`config.mk`:
```
export PLATFORM = sky130hd
export DESIGN_NAME = pmem_burst_adapter_flat
export DESIGN_NICKNAME = d
export VERILOG_FILES = /design/src/rtl/lc3b_types.sv /design/src/rtl/pmem_burst_adapter_if.sv /design/src/rtl/line_beat_buffer.sv /design/src/rtl/pmem_burst_adapter.sv /design/src/flat_wrapper.sv
export SDC_FILE = /design/constraint.sdc
export NUM_CORES = 1
export LEC_CHECK = 0
export BUFFER_PORTS_ARGS = -buffer_cell sky130_fd_sc_hd__buf_2
export CORE_MARGIN = 4
export CORE_UTILIZATION = 30
export DETAILED_ROUTE_END_ITERATION = 12
export PLACE_DENSITY = 0.57
export SYNTH_ARGS = -nofsm -noshare
export SYNTH_HDL_FRONTEND = slang
export SYNTH_SLANG_ARGS = --single-unit
```
`constraint.sdc`:
```
create_clock -name clk -period 2.2 [get_ports clk]
set_input_delay 0.33 -clock clk [delete_from_list [all_inputs] [get_ports clk]]
set_output_delay 0.33 -clock clk [all_outputs]
set_load 0.02 [all_outputs]
```
`src/rtl/lc3b_types.sv`:
```
// Shared LC-3b memory-path types for the physical-memory burst adapter.
// Latency: n/a (types and helpers only).
// Backpressure: n/a.
package lc3b_types;

  localparam int LINE_WIDTH = 128;
  localparam int BEAT_WIDTH = 64;
  localparam int BEATS      = LINE_WIDTH / BEAT_WIDTH;
  localparam int BEAT_BYTES = BEAT_WIDTH / 8;
  localparam int IDX_W      = (BEATS > 1) ? $clog2(BEATS) : 1;

  typedef logic [15:0]           lc3b_word;
  typedef logic [LINE_WIDTH-1:0] lc3b_data;
  typedef logic [BEAT_WIDTH-1:0] lc3b_beat;
  typedef logic [IDX_W-1:0]      beat_idx_t;

  localparam beat_idx_t LAST_BEAT = beat_idx_t'(BEATS - 1);

  typedef enum logic [1:0] {
    PB_IDLE  = 2'd0,
    PB_READ  = 2'd1,
    PB_WRITE = 2'd2,
    PB_DONE  = 2'd3
  } pmem_burst_state;

  // Line-aligned base: the low nibble selects a byte within the 16-byte line.
  function automatic lc3b_word line_base(input lc3b_word addr);
    return {addr[15:4], 4'b0000};
  endfunction

  // Byte address of beat idx within the line starting at base.
  function automatic lc3b_word beat_addr(input lc3b_word base, input beat_idx_t idx);
    return base + (lc3b_word'(idx) * lc3b_word'(BEAT_BYTES));
  endfunction

endpackage

```
`src/rtl/pmem_burst_adapter_if.sv`:
```
// Line-side request bus and beat-side physical memory bus of the burst adapter.
// Latency: n/a (wiring only).
// Backpressure: requests are held by the requester until mem_resp; beats until pmem_resp.
interface pmem_burst_adapter_if
  import lc3b_types::*;
();

  // Line side (from the write-back buffer)
  logic      mem_read;
  logic      mem_write;
  lc3b_word  mem_address;
  lc3b_data  mem_wdata;
  logic      mem_resp;
  lc3b_data  mem_rdata;
  logic      busy;

  // Beat side (to physical memory)
  logic      pmem_read;
  logic      pmem_write;
  lc3b_word  pmem_address;
  lc3b_beat  pmem_wdata;
  lc3b_beat  pmem_rdata;
  logic      pmem_resp;

  // Environment view: issues line requests and plays physical memory.
  modport master (
    output mem_read, mem_write, mem_address, mem_wdata, pmem_rdata, pmem_resp,
    input  mem_resp, mem_rdata, busy, pmem_read, pmem_write, pmem_address, pmem_wdata
  );

  // Adapter view.
  modport slave (
    input  mem_read, mem_write, mem_address, mem_wdata, pmem_rdata, pmem_resp,
    output mem_resp, mem_rdata, busy, pmem_read, pmem_write, pmem_address, pmem_wdata
  );

endinterface

```
`src/rtl/line_beat_buffer.sv`:
```
// One cache line of storage with beat-granular write, full-line load and beat read mux.
// Latency: writes visible the cycle after the edge; beat read mux is combinational.
// Backpressure: none; clear has priority over line load, which has priority over beat write.
module line_beat_buffer
  import lc3b_types::*;
(
  input  logic      clk,
  input  logic      clr_i,
  input  logic      line_we_i,
  input  lc3b_data  line_dat_i,
  input  logic      beat_we_i,
  input  beat_idx_t beat_idx_i,
  input  lc3b_beat  beat_dat_i,
  output lc3b_data  line_o,
  output lc3b_beat  beat_o
);

  lc3b_data line_q;
  lc3b_data line_d;

  // Select the next line contents from clear, parallel load or a single beat.
  always_comb begin
    line_d = line_q;
    if (clr_i) begin
      line_d = '0;
    end else if (line_we_i) begin
      line_d = line_dat_i;
    end else if (beat_we_i) begin
      line_d[beat_idx_i*BEAT_WIDTH +: BEAT_WIDTH] = beat_dat_i;
    end
  end

  // Line storage register.
  always_ff @(posedge clk) begin
    line_q <= line_d;
  end

  assign line_o = line_q;
  assign beat_o = line_q[beat_idx_i*BEAT_WIDTH +: BEAT_WIDTH];

endmodule

```
`src/rtl/pmem_burst_adapter.sv`:
```
// Splits 128-bit line reads/writes into 64-bit pmem beats and reassembles read lines.
// Latency: zero-wait line takes accept edge + BEATS beat cycles, mem_resp the cycle after.
// Backpressure: each beat held stable until pmem_resp; line request held until mem_resp.
module pmem_burst_adapter
  import lc3b_types::*;
(
  input  logic                 clk,
  input  logic                 reset,
  pmem_burst_adapter_if.slave  bus
);

  pmem_burst_state state_q, state_d;
  beat_idx_t       idx_q, idx_d;
  lc3b_word        base_q, base_d;
  logic            rd_q, rd_d;        // current/last line transaction was a read
  lc3b_data        rdata_q, rdata_d;  // last completed read line, held for mem_rdata

  logic     line_we;
  logic     beat_we;
  lc3b_data buf_line;
  lc3b_beat buf_beat;

  // The one buffer holds the write line during a write burst and gathers
  // beats during a read burst; rdata_q keeps the last read line visible.
  line_beat_buffer u_line_buf (
    .clk        (clk),
    .clr_i      (reset),
    .line_we_i  (line_we),
    .line_dat_i (bus.mem_wdata),
    .beat_we_i  (beat_we),
    .beat_idx_i (idx_q),
    .beat_dat_i (bus.pmem_rdata),
    .line_o     (buf_line),
    .beat_o     (buf_beat)
  );

  // State, beat counter and latched request registers.
  always_ff @(posedge clk) begin
    if (reset) begin
      state_q <= PB_IDLE;
      idx_q   <= '0;
      base_q  <= '0;
      rd_q    <= 1'b0;
      rdata_q <= '0;
    end else begin
      state_q <= state_d;
      idx_q   <= idx_d;
      base_q  <= base_d;
      rd_q    <= rd_d;
      rdata_q <= rdata_d;
    end
  end

  // Next-state: accept in IDLE (write wins), step beats on pmem_resp, DONE back to IDLE.
  always_comb begin
    state_d = state_q;
    idx_d   = idx_q;
    base_d  = base_q;
    rd_d    = rd_q;
    rdata_d = rdata_q;
    line_we = 1'b0;
    beat_we = 1'b0;
    case (state_q)
      PB_IDLE: begin
        if (bus.mem_write) begin
          state_d = PB_WRITE;
          base_d  = line_base(bus.mem_address);
          idx_d   = '0;
          rd_d    = 1'b0;
          line_we = 1'b1;
        end else if (bus.mem_read) begin
          state_d = PB_READ;
          base_d  = line_base(bus.mem_address);
          idx_d   = '0;
          rd_d    = 1'b1;
        end
      end
      PB_READ, PB_WRITE: begin
        if (bus.pmem_resp) begin
          beat_we = (state_q == PB_READ);
          if (idx_q == LAST_BEAT) begin
            state_d = PB_DONE;
            idx_d   = '0;
          end else begin
            idx_d = idx_q + beat_idx_t'(1);
          end
        end
      end
      PB_DONE: begin
        state_d = PB_IDLE;
        if (rd_q) begin
          rdata_d = buf_line;
        end
      end
      default: state_d = PB_IDLE;
    endcase
  end

  // Outputs decoded from the registered state; address/data are zero outside a burst.
  always_comb begin
    bus.mem_resp     = (state_q == PB_DONE);
    bus.busy         = (state_q != PB_IDLE);
    bus.pmem_read    = (state_q == PB_READ);
    bus.pmem_write   = (state_q == PB_WRITE);
    bus.pmem_address = '0;
    bus.pmem_wdata   = '0;
    bus.mem_rdata    = rdata_q;
    if (state_q == PB_READ || state_q == PB_WRITE) begin
      bus.pmem_address = beat_addr(base_q, idx_q);
    end
    if (state_q == PB_WRITE) begin
      bus.pmem_wdata = buf_beat;
    end
    if (state_q == PB_DONE && rd_q) begin
      bus.mem_rdata = buf_line;
    end
  end

endmodule
```
`src/flat_wrapper.sv`:
```
// flat-port wrapper written by rule: the top's interface ports become plain ports
module pmem_burst_adapter_flat import lc3b_types::*;
  (clk, reset, bus_mem_read, bus_mem_write, bus_mem_address, bus_mem_wdata, bus_pmem_rdata, bus_pmem_resp, bus_mem_resp, bus_mem_rdata, bus_busy, bus_pmem_read, bus_pmem_write, bus_pmem_address, bus_pmem_wdata);
  pmem_burst_adapter_if bus_i ();
  input  logic clk;
  input  logic reset;
  input wire logic [$bits(bus_i.mem_read)-1:0] bus_mem_read;
  input wire logic [$bits(bus_i.mem_write)-1:0] bus_mem_write;
  input wire logic [$bits(bus_i.mem_address)-1:0] bus_mem_address;
  input wire logic [$bits(bus_i.mem_wdata)-1:0] bus_mem_wdata;
  input wire logic [$bits(bus_i.pmem_rdata)-1:0] bus_pmem_rdata;
  input wire logic [$bits(bus_i.pmem_resp)-1:0] bus_pmem_resp;
  output wire logic [$bits(bus_i.mem_resp)-1:0] bus_mem_resp;
  output wire logic [$bits(bus_i.mem_rdata)-1:0] bus_mem_rdata;
  output wire logic [$bits(bus_i.busy)-1:0] bus_busy;
  output wire logic [$bits(bus_i.pmem_read)-1:0] bus_pmem_read;
  output wire logic [$bits(bus_i.pmem_write)-1:0] bus_pmem_write;
  output wire logic [$bits(bus_i.pmem_address)-1:0] bus_pmem_address;
  output wire logic [$bits(bus_i.pmem_wdata)-1:0] bus_pmem_wdata;
  assign bus_i.mem_read = bus_mem_read;
  assign bus_i.mem_write = bus_mem_write;
  assign bus_i.mem_address = bus_mem_address;
  assign bus_i.mem_wdata = bus_mem_wdata;
  assign bus_i.pmem_rdata = bus_pmem_rdata;
  assign bus_i.pmem_resp = bus_pmem_resp;
  assign bus_mem_resp = bus_i.mem_resp;
  assign bus_mem_rdata = bus_i.mem_rdata;
  assign bus_busy = bus_i.busy;
  assign bus_pmem_read = bus_i.pmem_read;
  assign bus_pmem_write = bus_i.pmem_write;
  assign bus_pmem_address = bus_i.pmem_address;
  assign bus_pmem_wdata = bus_i.pmem_wdata;
  pmem_burst_adapter u_core (.clk(clk), .reset(reset), .bus(bus_i));
endmodule
```
# Yosys cells after proc, flatten, opt, wreduce, memory -nomap -nowiden
# Cells that the tools add are included.
# word_totals
regBits,276
latchBits,0
mem_bits_rw,0
rom_bits,0
input_bits,213
word_cells,54
memories,0
# op_classes
addsub,3
n_mul,0
div_mod_pow,0
order_cmp,0
n_eq_ne,6
n_shift,3
muxes,24
bitwise_logic,0
n_reduce_logical,12
# op_table
operator,n
$mux W128,3
$bwmux W128,1
$shift A64 B34 Y128 const A,1
$shiftx A128 B8 Y64,1
$shiftx A64 B34 Y128,1
$mux W64,1
$mux W16,3
$neg A7 Y34,1
$add A16 B4 Y16,1
$mux W1,10
$mux W2,4
$reduce_bool A2 Y1,4
$pmux W2 S3,1
$reduce_and A3 Y1,2
$eq A2 B2 Y1 const B,2
$reduce_and A2 Y1,2
$ne A3 B3 Y1 const B,1
$eq A2 B1 Y1 const B,1
$logic_not A2 Y1,1
$ne A2 B1 Y1 const B,1
$ne A2 B2 Y1 const B,1
$pmux W1 S2,1
$reduce_or A2 Y1,1
$add A1 B1 Y1 const B,1
other kinds (2),2

# Logic depth before layout (Yosys ltp)
# depth
word_depth,5
ltp_mapped,8

# Modules after synthesis
# From an unflattened synthesis, not the netlist that was laid out.
# hier_totals
hier_cells,1388
hier_area_um2,14107.3
# modules_own_cells
module,instances,cells_per_inst,area_per_inst_um2,seq_area_each_um2
line_beat_buffer,1,799,7402.1,2562.5
pmem_burst_adapter,1,589,6705.2,2882.8

# Worst setup path after synthesis
# OpenSTA, ideal clock, no wires.
# synth_path
kind,register to output
startpoint,register u_core.state_q[0]
endpoint,output port bus_pmem_wdata[10]
arrival_ps,1522
required_time_ps,1870
slack_ps,348
stages_incl_launch_ff,6
n_path_buf,2
cell_sequence,dfxtp_1 inv_1 ha_1 buf_1 clkbuf_1 nor2b_1
# synth_between
elab_chain_len,2
# synth_lines
item,line,rtl
from (decl),pmem_burst_adapter.sv:12,"pmem_burst_state state_q, state_d;"
from (signal assigned),pmem_burst_adapter.sv:46,state_q <= state_d;
$eq A2 B2 Y1,n/a,
named net bus_pmem_write,flat_wrapper.sv:17,output wire logic [$bits(bus_i.pmem_write)-1:0] bus_pmem_write;
$mux W64,pmem_burst_adapter.sv:111,if (state_q == PB_WRITE) begin
to (decl),flat_wrapper.sv:19,output wire logic [$bits(bus_i.pmem_wdata)-1:0] bus_pmem_wdata;
# The timed path passes the listed nets, and every way through them passes these cells.

# Worst setup path in the final report
# layout_path
startpoint,register u_core.state_q[0]
endpoint,output port bus_mem_rdata[83]
# layout_between
elab_chain_len,3
# layout_lines
item,line,rtl
$eq A2 B2 Y1,pmem_burst_adapter.sv:114,if (state_q == PB_DONE && rd_q) begin
$logic_and A1 B1 Y1,pmem_burst_adapter.sv:114,
$mux W128,pmem_burst_adapter.sv:114,
to (decl),flat_wrapper.sv:14,output wire logic [$bits(bus_i.mem_rdata)-1:0] bus_mem_rdata;
# Every way passes these cells.

==> key figures <==
Timing
  • # setup viols final: between 150 and 200
  • Post-route clock skew: approximately 14 ps
  • Max Freq: between 0.4 and 0.5 GHz
  • RSZ-0062 raised after global routing: true
  • Final hold viol count: 0
  • Min Hold Slack: ~44 ps
  • Slew Viols, Final: 0
  • Final critical-path share of the clock period: 106%
  • Max-Slew Margin vs Limit: around 64%
  • Post-route minimum period: roughly 2300 ps
  • Setup ws final: -142 ps
  • Setup TNS: -13110 ps
  • Least-Margin Pin Slew: between 500 and 600 ps

Setup path
  • Critical Path RT: 1870 ps
  • Critical path buffer and inverter count: 3
  • Setup crit end kind: output port
  • CP max FO: 6
  • CP max-delay cell: dfxtp_4
  • Worst path max stage delay: about 360 ps
  • Top delay family on crit path: buffers and inverters
  • Setup CP Type: register to output port
  • Arrival time of the worst setup path: roughly 2000 ps
  • Worst path cell trace: ha_4 -> nand2_8 -> buf_16 -> clkbuf_16 -> mux2_2 -> buf_6
  • Crit path launch type: register

Logic synthesis
  • Synth Cell Area: between 10000 and 15000 um2
  • Share of the synthesized area in the top cell type: approximately 40%
  • Post-synth ARST share: 0%
  • Number of flops mapped to enable cells by yosys: 0
  • Synthesized instance count: 1392
  • Ys Warns: 0
  • Yosys top cell by area: dfxtp_1
  • Synth cell count leaders: dfxtp_1 (272), and2_1 (141), mux2i_1 (130)
  • Most instantiated library cell after synthesis: dfxtp_1
  • Top_reg_cell synth: dfxtp_1
  • Register area share after synthesis: roughly 40%
  • FF+latch count, synth: roughly 270
  • Post-Syn Area per Cell: 9.70 um2
  • Distinct cells, synth: 38
  • Synth top area cells: dfxtp_1 (40%), mux2_2 (11%), mux2i_1 (9.6%)

Global routing
  • GRT Resource Usage Total: 19.2%
  • Vias in the first global route: around 12000
  • Remaining Overflow, GRT: 0
  • Largest net degree at the start of global routing: 68
  • First-pass GRT wire length: a little over 70 mm
  • Antenna violations before repair: 11

Floorplan
  • Starting density of the core: about 30%
  • Die area: around 48000 um2
  • Top-Level Pins: ~430
  • Die width: roughly 220 um
  • Die H: approximately 220 um
  • # rows: 77
  • Core area: about 44000 um2

Clocking
  • Num CTS Buffers: 34
  • Clock Latency Late Sink: between 500 and 600 ps
  • Worst-path clk slew: about 60 ps
  • Max clock buf depth: 3
  • Clk sinks: 272
  • Root Driver: clkbuf_16
  • TritonCTS clock tree: yes
  • Post-CTS Hold Fix Bufs: 0
  • H-tree levels: 2

Drt
  • Final WL: about 50 mm
  • Per-cell routed wire length: between 20 and 25 um
  • First drt pass iteration count: 5
  • DRC violations left: 0
  • Initial drt markers: between 600 and 700
  • DRT antenna net count: 0
  • Vias per cell: approximately 5
  • DR vias: 11900

Cells and area
  • Layout area overhead: 43.2%
  • Multi-input logic area: around 7700 um2
  • Fillers: around 4300
  • FF/Latch Area: around 5500 um2
  • Share of layout cells above drive strength 1: about two fifths
  • Post-Layout Inst Area: between 15000 and 20000 um2
  • Total Nets Final: between 2000 and 2500

Power
  • Largest vdd supply drop: about 0.51 mV
  • LEAKAGE: about 0.009 uW
  • Power per cell area: 993 nW/um2

Outcome
  • Failing checks: negative setup slack
  • Status: complete, but fails checks

Place
  • DP HPWL: between 30 and 40 mm
  • Number of I/O port buffers: around 420
  • Final GP Congestion: roughly 0.83
  • Post-DP Area: around 16000 um2

Hold path
  • Hold Path Class: input pin to register

Run
  • Max-Cap Viols: 0
## cells by family (layout without fill, tap and decap cells)
logic type               count (synthesis)  count (layout)  share of synthesized area (%)
other                                    1              10                         0.0278
adder cells (fa/ha/maj)                  5               5                          0.464
flip-flops                             272             272                           40.3
AO/OA/AOI/OAI                          214             214                           12.7
AND/OR/NAND/NOR                        501             501                           19.9
multiplexers                           258             258                           20.3
buffers and inverters                  141             567                           6.27
## through the flow
stage | util, % | worst slack [ps] | total power [uW] | std cells
global placement | 36.4 | 192 | 13000 | 2317
CTS | 41.6 | -246 | 19200 | 2402
finish | 43.6 | -142 | 19200 | 2419
floorplan | - | 348 | 11000 | 1394
global route | 43.6 | -210 | 20300 | 2417
detailed placement | 36.4 | 175 | 13100 | 2317
## cells in the final DEF (no fill, tap or decap), types with 14 or more instances in the layout
cell / instances
buf_12: 25
dfxtp_1: 269
nor2_1: 66
a21oi_1: 14
a221oi_1: 16
o21ai_0: 65
mux2i_1: 128
a31oi_1: 64
clkbuf_16: 45
mux2_4: 116
buf_6: 123
and2_1: 141
a221oi_2: 48
buf_2: 286
buf_4: 50
nor2b_1: 124
nand2_1: 91
nand3_1: 64
## final cells by class
| class | count | area share, % |
|---|---|---|
| Multi-Input combinational cell | 981 | 40.1 |
| Tap cell | 592 | 3.83 |
| Clock buffer | 51 | 5.32 |
| Sequential cell | 272 | 28.2 |
| Clock inverter | 7 | 0.350 |
| Inverter | 4 | 0.104 |
| Antenna cell | 7 | 0.0907 |
| Timing Repair Buffer | 505 | 22.0 |
## per-layer routing
metal  vias to the layer above  wire, um  track usage, %
met5                         -        37               0
met4                         6      1620            6.97
met3                        94      2930            3.86
met2                       373     24100            32.9
met1                      5789     21400            23.8
li1                       5687         -               -
## where the power goes
group | total (uW) | internal, uW | switching (uW)
logic | 7060 | 2990 | 4080
registers | 6630 | 5860 | 770
clock network | 5490 | 3340 | 2150
total | 19200 | 12200 | 7000
## what timing repair did
action	4_1_cts	5_1_grt
endpoints found under the hold margin	0	0
gates cloned	12	8
gates resized for setup	205	217
buffers inserted	15	5
pin swaps	4	2
endpoints found under the setup margin	205	235
## flip-flops by register name, summed over array words and instances, names as in the netlist
register,count
u_core.state_q,2
u_core.base_q,12
u_core.idx_q,1
u_core.rdata_q,128
u_core.u_line_buf.line_o,128
u_core.rd_q,1
## worst min-delay path, cell delays in order
cell and delay, ps:
buf_2 100, nand2_1 50, a21oi_1 50
## path summary, 6_finish.rpt
| path | from | end | slack, ps | cells past startpoint |
|---|---|---|---|---|
| worst min-delay path | bus_mem_address[5] | u_core.base_q[5] | 40 | 3 |
| worst min register to register | u_core.base_q[12] | u_core.base_q[12] | 450 | 2 |
| worst max-delay path | u_core.state_q[0] | bus_mem_rdata[83] | -140 | 6 |
| worst max register to register | u_core.state_q[1] | u_core.u_line_buf.line_o[110] | 340 | 7 |
No activity file was read; power rests on OpenSTA's default activity.
